<file path="src/rtl/serial_byte_subtractor_if.sv">
// Byte-stream bundle for serial_byte_subtractor.
// Subtract only exists when SERIAL_ADDSUB_MODE_EN is defined.
interface serial_byte_subtractor_if;
  logic       in_valid;
  logic       in_ready;
  logic [7:0] a;
  logic [7:0] b;
  logic       borrow_in;
`ifdef SERIAL_ADDSUB_MODE_EN
  logic       subtract;
`endif
  logic       out_valid;
  logic       out_ready;
  logic [7:0] difference;
  logic       out_last;
  logic       borrow_out;
  logic       zero;
  logic       overflow;

  modport master (
`ifdef SERIAL_ADDSUB_MODE_EN
    output subtract,
`endif
    output in_valid, a, b, borrow_in, out_ready,
    input  in_ready, out_valid, difference,
    input  out_last, borrow_out, zero, overflow
  );

  modport slave (
`ifdef SERIAL_ADDSUB_MODE_EN
    input  subtract,
`endif
    input  in_valid, a, b, borrow_in, out_ready,
    output in_ready, out_valid, difference,
    output out_last, borrow_out, zero, overflow
  );
endinterface

</file>
<file path="src/rtl/serial_byte_subtractor.sv">
// Byte-serial multi-precision A - B - borrow, LSB first.
// SERIAL_ADDSUB_MODE_EN adds a per-operation add/subtract select.
module serial_byte_subtractor #(
  parameter int WORD_BYTES = 4
) (
  input logic clk,
  input logic rst,
  serial_byte_subtractor_if.slave s
);

  localparam int IW = (WORD_BYTES > 1) ? $clog2(WORD_BYTES) : 1;

  logic [IW-1:0] idx;
  logic          brw;
  logic          zacc;
`ifdef SERIAL_ADDSUB_MODE_EN
  logic          sub_q;
`endif

  logic       ov_q;
  logic [7:0] d_q;
  logic       last_q;
  logic       bo_q;
  logic       z_q;
  logic       of_q;

  logic       first;
  logic       last;
  logic       accept;
  logic       sub_now;
  logic       bin;
  logic       cin;
  logic [7:0] bop;
  logic [8:0] sum;
  logic       nbrw;
  logic       dz;
  logic       ovf;

  assign s.in_ready = !ov_q || s.out_ready;
  assign accept     = s.in_valid && s.in_ready;
  assign first      = (idx == '0);
  assign last       = (idx == IW'(WORD_BYTES - 1));

  // borrow register holds carry instead when adding
  always_comb begin
    sub_now = 1'b1;
`ifdef SERIAL_ADDSUB_MODE_EN
    sub_now = first ? s.subtract : sub_q;
`endif
    bin  = first ? s.borrow_in : brw;
    cin  = sub_now ? ~bin : bin;
    bop  = sub_now ? ~s.b : s.b;
    sum  = {1'b0, s.a} + {1'b0, bop} + {8'd0, cin};
    nbrw = sub_now ? ~sum[8] : sum[8];
    dz   = (sum[7:0] == 8'd0);
    ovf  = (s.a[7] == bop[7]) && (sum[7] != s.a[7]);
  end

  always_ff @(posedge clk or posedge rst) begin
    if (rst) begin
      idx  <= '0;
      brw  <= 1'b0;
      zacc <= 1'b1;
    end else if (accept) begin
      idx  <= last ? '0 : idx + 1'b1;
      brw  <= last ? 1'b0 : nbrw;
      zacc <= last ? 1'b1 : (zacc & dz);
    end
  end

`ifdef SERIAL_ADDSUB_MODE_EN
  always_ff @(posedge clk or posedge rst) begin
    if (rst)
      sub_q <= 1'b1;
    else if (accept)
      sub_q <= sub_now;
  end
`endif

  always_ff @(posedge clk or posedge rst) begin
    if (rst) begin
      ov_q   <= 1'b0;
      d_q    <= 8'd0;
      last_q <= 1'b0;
      bo_q   <= 1'b0;
      z_q    <= 1'b0;
      of_q   <= 1'b0;
    end else if (accept) begin
      ov_q   <= 1'b1;
      d_q    <= sum[7:0];
      last_q <= last;
      bo_q   <= last & nbrw;
      z_q    <= last & zacc & dz;
      of_q   <= last & ovf;
    end else if (s.out_ready) begin
      ov_q   <= 1'b0;
    end
  end

  assign s.out_valid  = ov_q;
  assign s.difference = d_q;
  assign s.out_last   = last_q;
  assign s.borrow_out = bo_q;
  assign s.zero       = z_q;
  assign s.overflow   = of_q;

endmodule

</file>
<file path="src/flat_wrapper.sv">
// flat-port wrapper written by rule: the top's interface ports become plain ports
module serial_byte_subtractor_flat 
#(
  parameter int WORD_BYTES = 4
)
  (clk, rst, s_in_valid, s_a, s_b, s_borrow_in, s_out_ready, s_in_ready, s_out_valid, s_difference, s_out_last, s_borrow_out, s_zero, s_overflow);
  serial_byte_subtractor_if s_i ();
  input logic clk;
  input logic rst;
  input wire logic [$bits(s_i.in_valid)-1:0] s_in_valid;
  input wire logic [$bits(s_i.a)-1:0] s_a;
  input wire logic [$bits(s_i.b)-1:0] s_b;
  input wire logic [$bits(s_i.borrow_in)-1:0] s_borrow_in;
  input wire logic [$bits(s_i.out_ready)-1:0] s_out_ready;
  output wire logic [$bits(s_i.in_ready)-1:0] s_in_ready;
  output wire logic [$bits(s_i.out_valid)-1:0] s_out_valid;
  output wire logic [$bits(s_i.difference)-1:0] s_difference;
  output wire logic [$bits(s_i.out_last)-1:0] s_out_last;
  output wire logic [$bits(s_i.borrow_out)-1:0] s_borrow_out;
  output wire logic [$bits(s_i.zero)-1:0] s_zero;
  output wire logic [$bits(s_i.overflow)-1:0] s_overflow;
  assign s_i.in_valid = s_in_valid;
  assign s_i.a = s_a;
  assign s_i.b = s_b;
  assign s_i.borrow_in = s_borrow_in;
  assign s_i.out_ready = s_out_ready;
  assign s_in_ready = s_i.in_ready;
  assign s_out_valid = s_i.out_valid;
  assign s_difference = s_i.difference;
  assign s_out_last = s_i.out_last;
  assign s_borrow_out = s_i.borrow_out;
  assign s_zero = s_i.zero;
  assign s_overflow = s_i.overflow;
  serial_byte_subtractor #(.WORD_BYTES(WORD_BYTES)) u_core (.clk(clk), .rst(rst), .s(s_i));
endmodule
</file>
<file path="config.mk">
export PLATFORM = sky130hd
export DESIGN_NAME = serial_byte_subtractor_flat
export DESIGN_NICKNAME = d
export VERILOG_FILES = /design/src/rtl/serial_byte_subtractor_if.sv /design/src/rtl/serial_byte_subtractor.sv /design/src/flat_wrapper.sv
export SDC_FILE = /design/constraint.sdc
export NUM_CORES = 1
export LEC_CHECK = 0
export ABC_CLOCK_PERIOD_IN_PS = 3640
export BUFFER_PORTS_ARGS = -buffer_cell sky130_fd_sc_hd__buf_2
export CORE_ASPECT_RATIO = 0.7
export CORE_MARGIN = 10
export CORE_UTILIZATION = 40
export CTS_CLUSTER_DIAMETER = 100
export DETAILED_ROUTE_END_ITERATION = 6
export PLACE_DENSITY_LB_ADDON = 0.3
export RECOVER_POWER = 50
export SLEW_MARGIN = 20
export SYNTH_ARGS = -nofsm -noshare
export SYNTH_HDL_FRONTEND = slang
export SYNTH_SLANG_ARGS = --single-unit
</file>
<file path="constraint.sdc">
create_clock -name clk -period 3.64 [get_ports clk]
set_input_delay 0 -clock clk [delete_from_list [all_inputs] [get_ports clk]]
set_output_delay 0 -clock clk [all_outputs]
set_load 0.1 [all_outputs]
</file>
==> impl_results.md <==
- Share of flip-flops with an asynchronous set or reset after synthesis: 100%
- Starting density of the core: 43.3%
- Vias: 983
- Number of hold violations in the final report: 0
- Count of nets after finishing: 190
- Area share of the largest cell type after synthesis: 36.5%
- Leading cell type by number of instances after synthesis: sky130_fd_sc_hd__nand2_1
- Final setup violation count: 0
- GRT Resource Usage Total: 10.7%
- Total iterations of the first detailed-routing run: 4
- Rel. slew slack: 21.7%
- Result of the run: finished, final reports clean
- Endpoint of the worst-slack reg-to-reg timing path: u_core.s.zero$_DFFE_PP0P_
- Synthesized netlist net count: 151
- Max VDD drop: 0.241 mV
- Number of standard-cell rows in the floorplan: 15
- Main area contributors after synthesis: sky130_fd_sc_hd__dfrtp_1 (36%), sky130_fd_sc_hd__ha_1 (10%), sky130_fd_sc_hd__nand2_1 (5.8%)
- Setup crit start kind: flop
- Global-route wire length before repair: 4510 µm
- Hold Path Sink: u_core.s.out_valid$_DFFE_PP0P_
- Final worst-path cycle share: 83.7%
- Weighted congestion at the end of routability-driven global placement: 0.876
- Post-cts resize count: 0
- Maximum Capacitance Violations: 0
- Startpoint of the lowest-slack hold path: s_out_ready
- Antenna violations before repair: 0
- Classification of the worst-slack hold path: in -> reg
- Element type at the critical path end: flop
- Area after detailed placement: 1300 µm²
- Pin count of the biggest net entering global routing: 27
- Remaining DRCs: 0
- Cell area after layout: 1360 µm²
- Die area: 5270 µm²
- Reg-to-reg startpoint: u_core.idx[0]$_DFFE_PP0P_
- Power per cell area: 667 nW/µm²
- Count of different cell masters after synthesis: 36
- Die Ht: 63.8 µm
- Number of antenna diodes: 0
- Pin slew with the least headroom to its limit: 1.18 ns
- Area of the core: 2530 µm²
- Synth Instances: 119
- Crit Path Category: reg -> reg
- Avg Vias per Cell: 5.15
- Library cell used as clock root buffer: sky130_fd_sc_hd__clkbuf_8
- Clk Latency, worst-skew pair: 0.25 ns
- Leading cell types by count after synthesis: sky130_fd_sc_hd__nand2_1 (17), sky130_fd_sc_hd__dfrtp_1 (16), sky130_fd_sc_hd__inv_1 (15), sky130_fd_sc_hd__ha_1 (9), sky130_fd_sc_hd__a21oi_1 (7)
- Synthesized area divided by synthesized cell count: 9.22 µm²
- Max-slew violation total from the final report: 0
- Residual antenna-violating net count after detailed routing: 0
- Maximum clock path buffer count: 2
- Worst path arrival time: 3.20 ns
- Area growth from synthesis to layout: 24.1%
- Main flop type after synthesis: sky130_fd_sc_hd__dfrtp_1
- Highest clock frequency the design can meet: 328 MHz
- Share of synthesized area occupied by flip-flops and latches: 38.9%
- Synthesis warning total: 0
- Violation count after the first detailed-route iteration: 105
- Number of primary I/O pins: 35
- Post-synth design cell area: 1100 µm²
- Setup Total Neg Slack: 0 ns
- Average routed wire per standard cell: 14.5 µm
- Die span in x: 82.6 µm
- Port-buffer cells: 34
- Detailed-route wire length: 2770 µm
- Worst R2R Setup Slack: 0.59 ns
- Dominant cell type by area after synthesis: sky130_fd_sc_hd__dfrtp_1
- Maximum net fanout on the critical path: 4
- Min Clock Period, post-route: 3.05 ns
- Maximum level of the CTS H-tree: 1
- Hold Path Depth: 3
- Number of buffers added by the clock tree synthesis step: 3
- GR Overflow Total: 0
- Worst Reg2Reg Path Length in Cells: 10
- Number of flip-flops and latches in the synthesized netlist: 17
- Number of clock sinks seen by CTS: 17
- Fraction of final layout cells with drive strength greater than 1: 26.1%
- Via count of the first global-routing pass: 983
- Unrepaired setup endpoints after global routing: no
- Required time of the worst setup path: 3.79 ns
- Lkg Pwr: 0.696 nW
- Clock tree from TritonCTS: yes
- Dpl hpwl: 2290 µm
- Clock-pin slew on the worst setup and hold paths: 0.07 ns
- Worst clock skew on the final layout: 0.00107 ns
- Post-synth EDFFs: 0
==> report_power, final <==
group	internal [mW]	leakage (nW)	switching [mW]
clock network	0.0760	0.0255	0.0662
logic	0.112	0.461	0.383
registers	0.243	0.210	0.0287
==> final cells by class <==
class / instances / area, µm²
fillers: 260 / 1170
multi-input cells: 84 / 603
flip-flops and latches: 17 / 427
repair buffers: 36 / 183
inverters: 16 / 60.1
well taps: 34 / 42.5
clock buffers: 3 / 41.3
clock inverters: 1 / 5.00
==> sequential cells by signal, summed over array words and instances, names as in the netlist <==
signal               count
u_core.s.out_valid       1
u_core.s.overflow        1
u_core.brw               1
u_core.s.borrow_out      1
u_core.s.out_last        1
u_core.idx               2
u_core.zacc              1
u_core.s.difference      8
u_core.s.zero            1
==> layout by cell type (no fill, tap or decap), types with 2 or more instances in the layout <==
cell type / n
sky130_fd_sc_hd__clkbuf_8: 3
sky130_fd_sc_hd__a311o_1: 2
sky130_fd_sc_hd__clkbuf_1: 6
sky130_fd_sc_hd__xor2_1: 2
sky130_fd_sc_hd__a21oi_1: 7
sky130_fd_sc_hd__inv_1: 15
sky130_fd_sc_hd__nor3_1: 2
sky130_fd_sc_hd__dlygate4sd3_1: 2
sky130_fd_sc_hd__nand3_1: 2
sky130_fd_sc_hd__nand2_1: 17
sky130_fd_sc_hd__fa_1: 2
sky130_fd_sc_hd__o21ai_0: 6
sky130_fd_sc_hd__o31ai_1: 3
sky130_fd_sc_hd__mux2_2: 3
sky130_fd_sc_hd__buf_2: 28
sky130_fd_sc_hd__xnor2_1: 2
sky130_fd_sc_hd__dfrtp_1: 16
sky130_fd_sc_hd__ha_1: 9
sky130_fd_sc_hd__o41ai_1: 2
sky130_fd_sc_hd__nand2b_1: 4
sky130_fd_sc_hd__nor2_1: 5
==> metal layers <==
| metal | up-vias | global-route usage [%] | routed length [µm] |
|---|---|---|---|
| li1 | 492 | - | - |
| met1 | 451 | 12.7 | 1200 |
| met2 | 36 | 17.9 | 1300 |
| met3 | 4 | 3.07 | 222 |
| met4 | 0 | 3.75 | 46 |
| met5 | - | 0 | 0 |
==> metrics by stage <==
| stage | hold WS [ns] | utilization, % | power, mW | setup slack (ns) | std cells |
|---|---|---|---|---|---|
| 2_1_floorplan | -0.0747 | - | 0.672 | 0.848 | 119 |
| 3_3_place_gp | 0.108 | 51.4 | 0.759 | 0.775 | 185 |
| 3_5_place_dp | 0.126 | 51.4 | 0.776 | 0.629 | 185 |
| 4_1_cts | 0.0624 | 54.0 | 0.921 | 0.601 | 191 |
| 5_1_grt | 0.0834 | 53.7 | 0.960 | 0.411 | 191 |
| 6_report | 0.0661 | 53.7 | 0.908 | 0.594 | 191 |
==> critical path: stages, from the launching register on <==
cell	delay, ns
sky130_fd_sc_hd__dfrtp_1	0.41
sky130_fd_sc_hd__inv_1	0.08
sky130_fd_sc_hd__ha_1	0.16
sky130_fd_sc_hd__mux2_2	0.34
sky130_fd_sc_hd__fa_1	0.40
sky130_fd_sc_hd__fa_1	0.40
sky130_fd_sc_hd__nand2b_1	0.17
sky130_fd_sc_hd__a211o_1	0.27
sky130_fd_sc_hd__a21oi_1	0.27
sky130_fd_sc_hd__nor2_1	0.12
sky130_fd_sc_hd__o41ai_2	0.32
==> cell families after synthesis <==
family | Yosys count | share of synthesized area, %
and+or+nand+nor | 35 | 14.8
muxes | 3 | 3.08
AOI/OAI and AO/OA | 31 | 20.0
xor gates and xnor gates | 4 | 3.19
buffers and inverters | 18 | 6.16
adders and majority gates | 11 | 13.9
DFF | 17 | 38.9
==> worst max path at each step <==
stage | startpoint | end | slack (ns) | cells past startpoint
2_1_floorplan | u_core.idx[0]$_DFFE_PP0P_ | u_core.s.zero$_DFFE_PP0P_ | 0.85 | 10
3_3_place_gp | u_core.idx[0]$_DFFE_PP0P_ | u_core.s.zero$_DFFE_PP0P_ | 0.78 | 10
3_5_place_dp | u_core.idx[0]$_DFFE_PP0P_ | u_core.s.zero$_DFFE_PP0P_ | 0.63 | 10
4_1_cts | u_core.idx[0]$_DFFE_PP0P_ | u_core.s.zero$_DFFE_PP0P_ | 0.60 | 10
5_1_grt | u_core.idx[0]$_DFFE_PP0P_ | u_core.s.zero$_DFFE_PP0P_ | 0.41 | 10
6_report | u_core.idx[0]$_DFFE_PP0P_ | u_core.s.zero$_DFFE_PP0P_ | 0.59 | 10
==> what timing repair did <==
item,CTS,global route
buffers inserted,0,0
hold buffers,2,0
endpoints found under the hold margin,17,0
(Power assumes the default switching activity.)
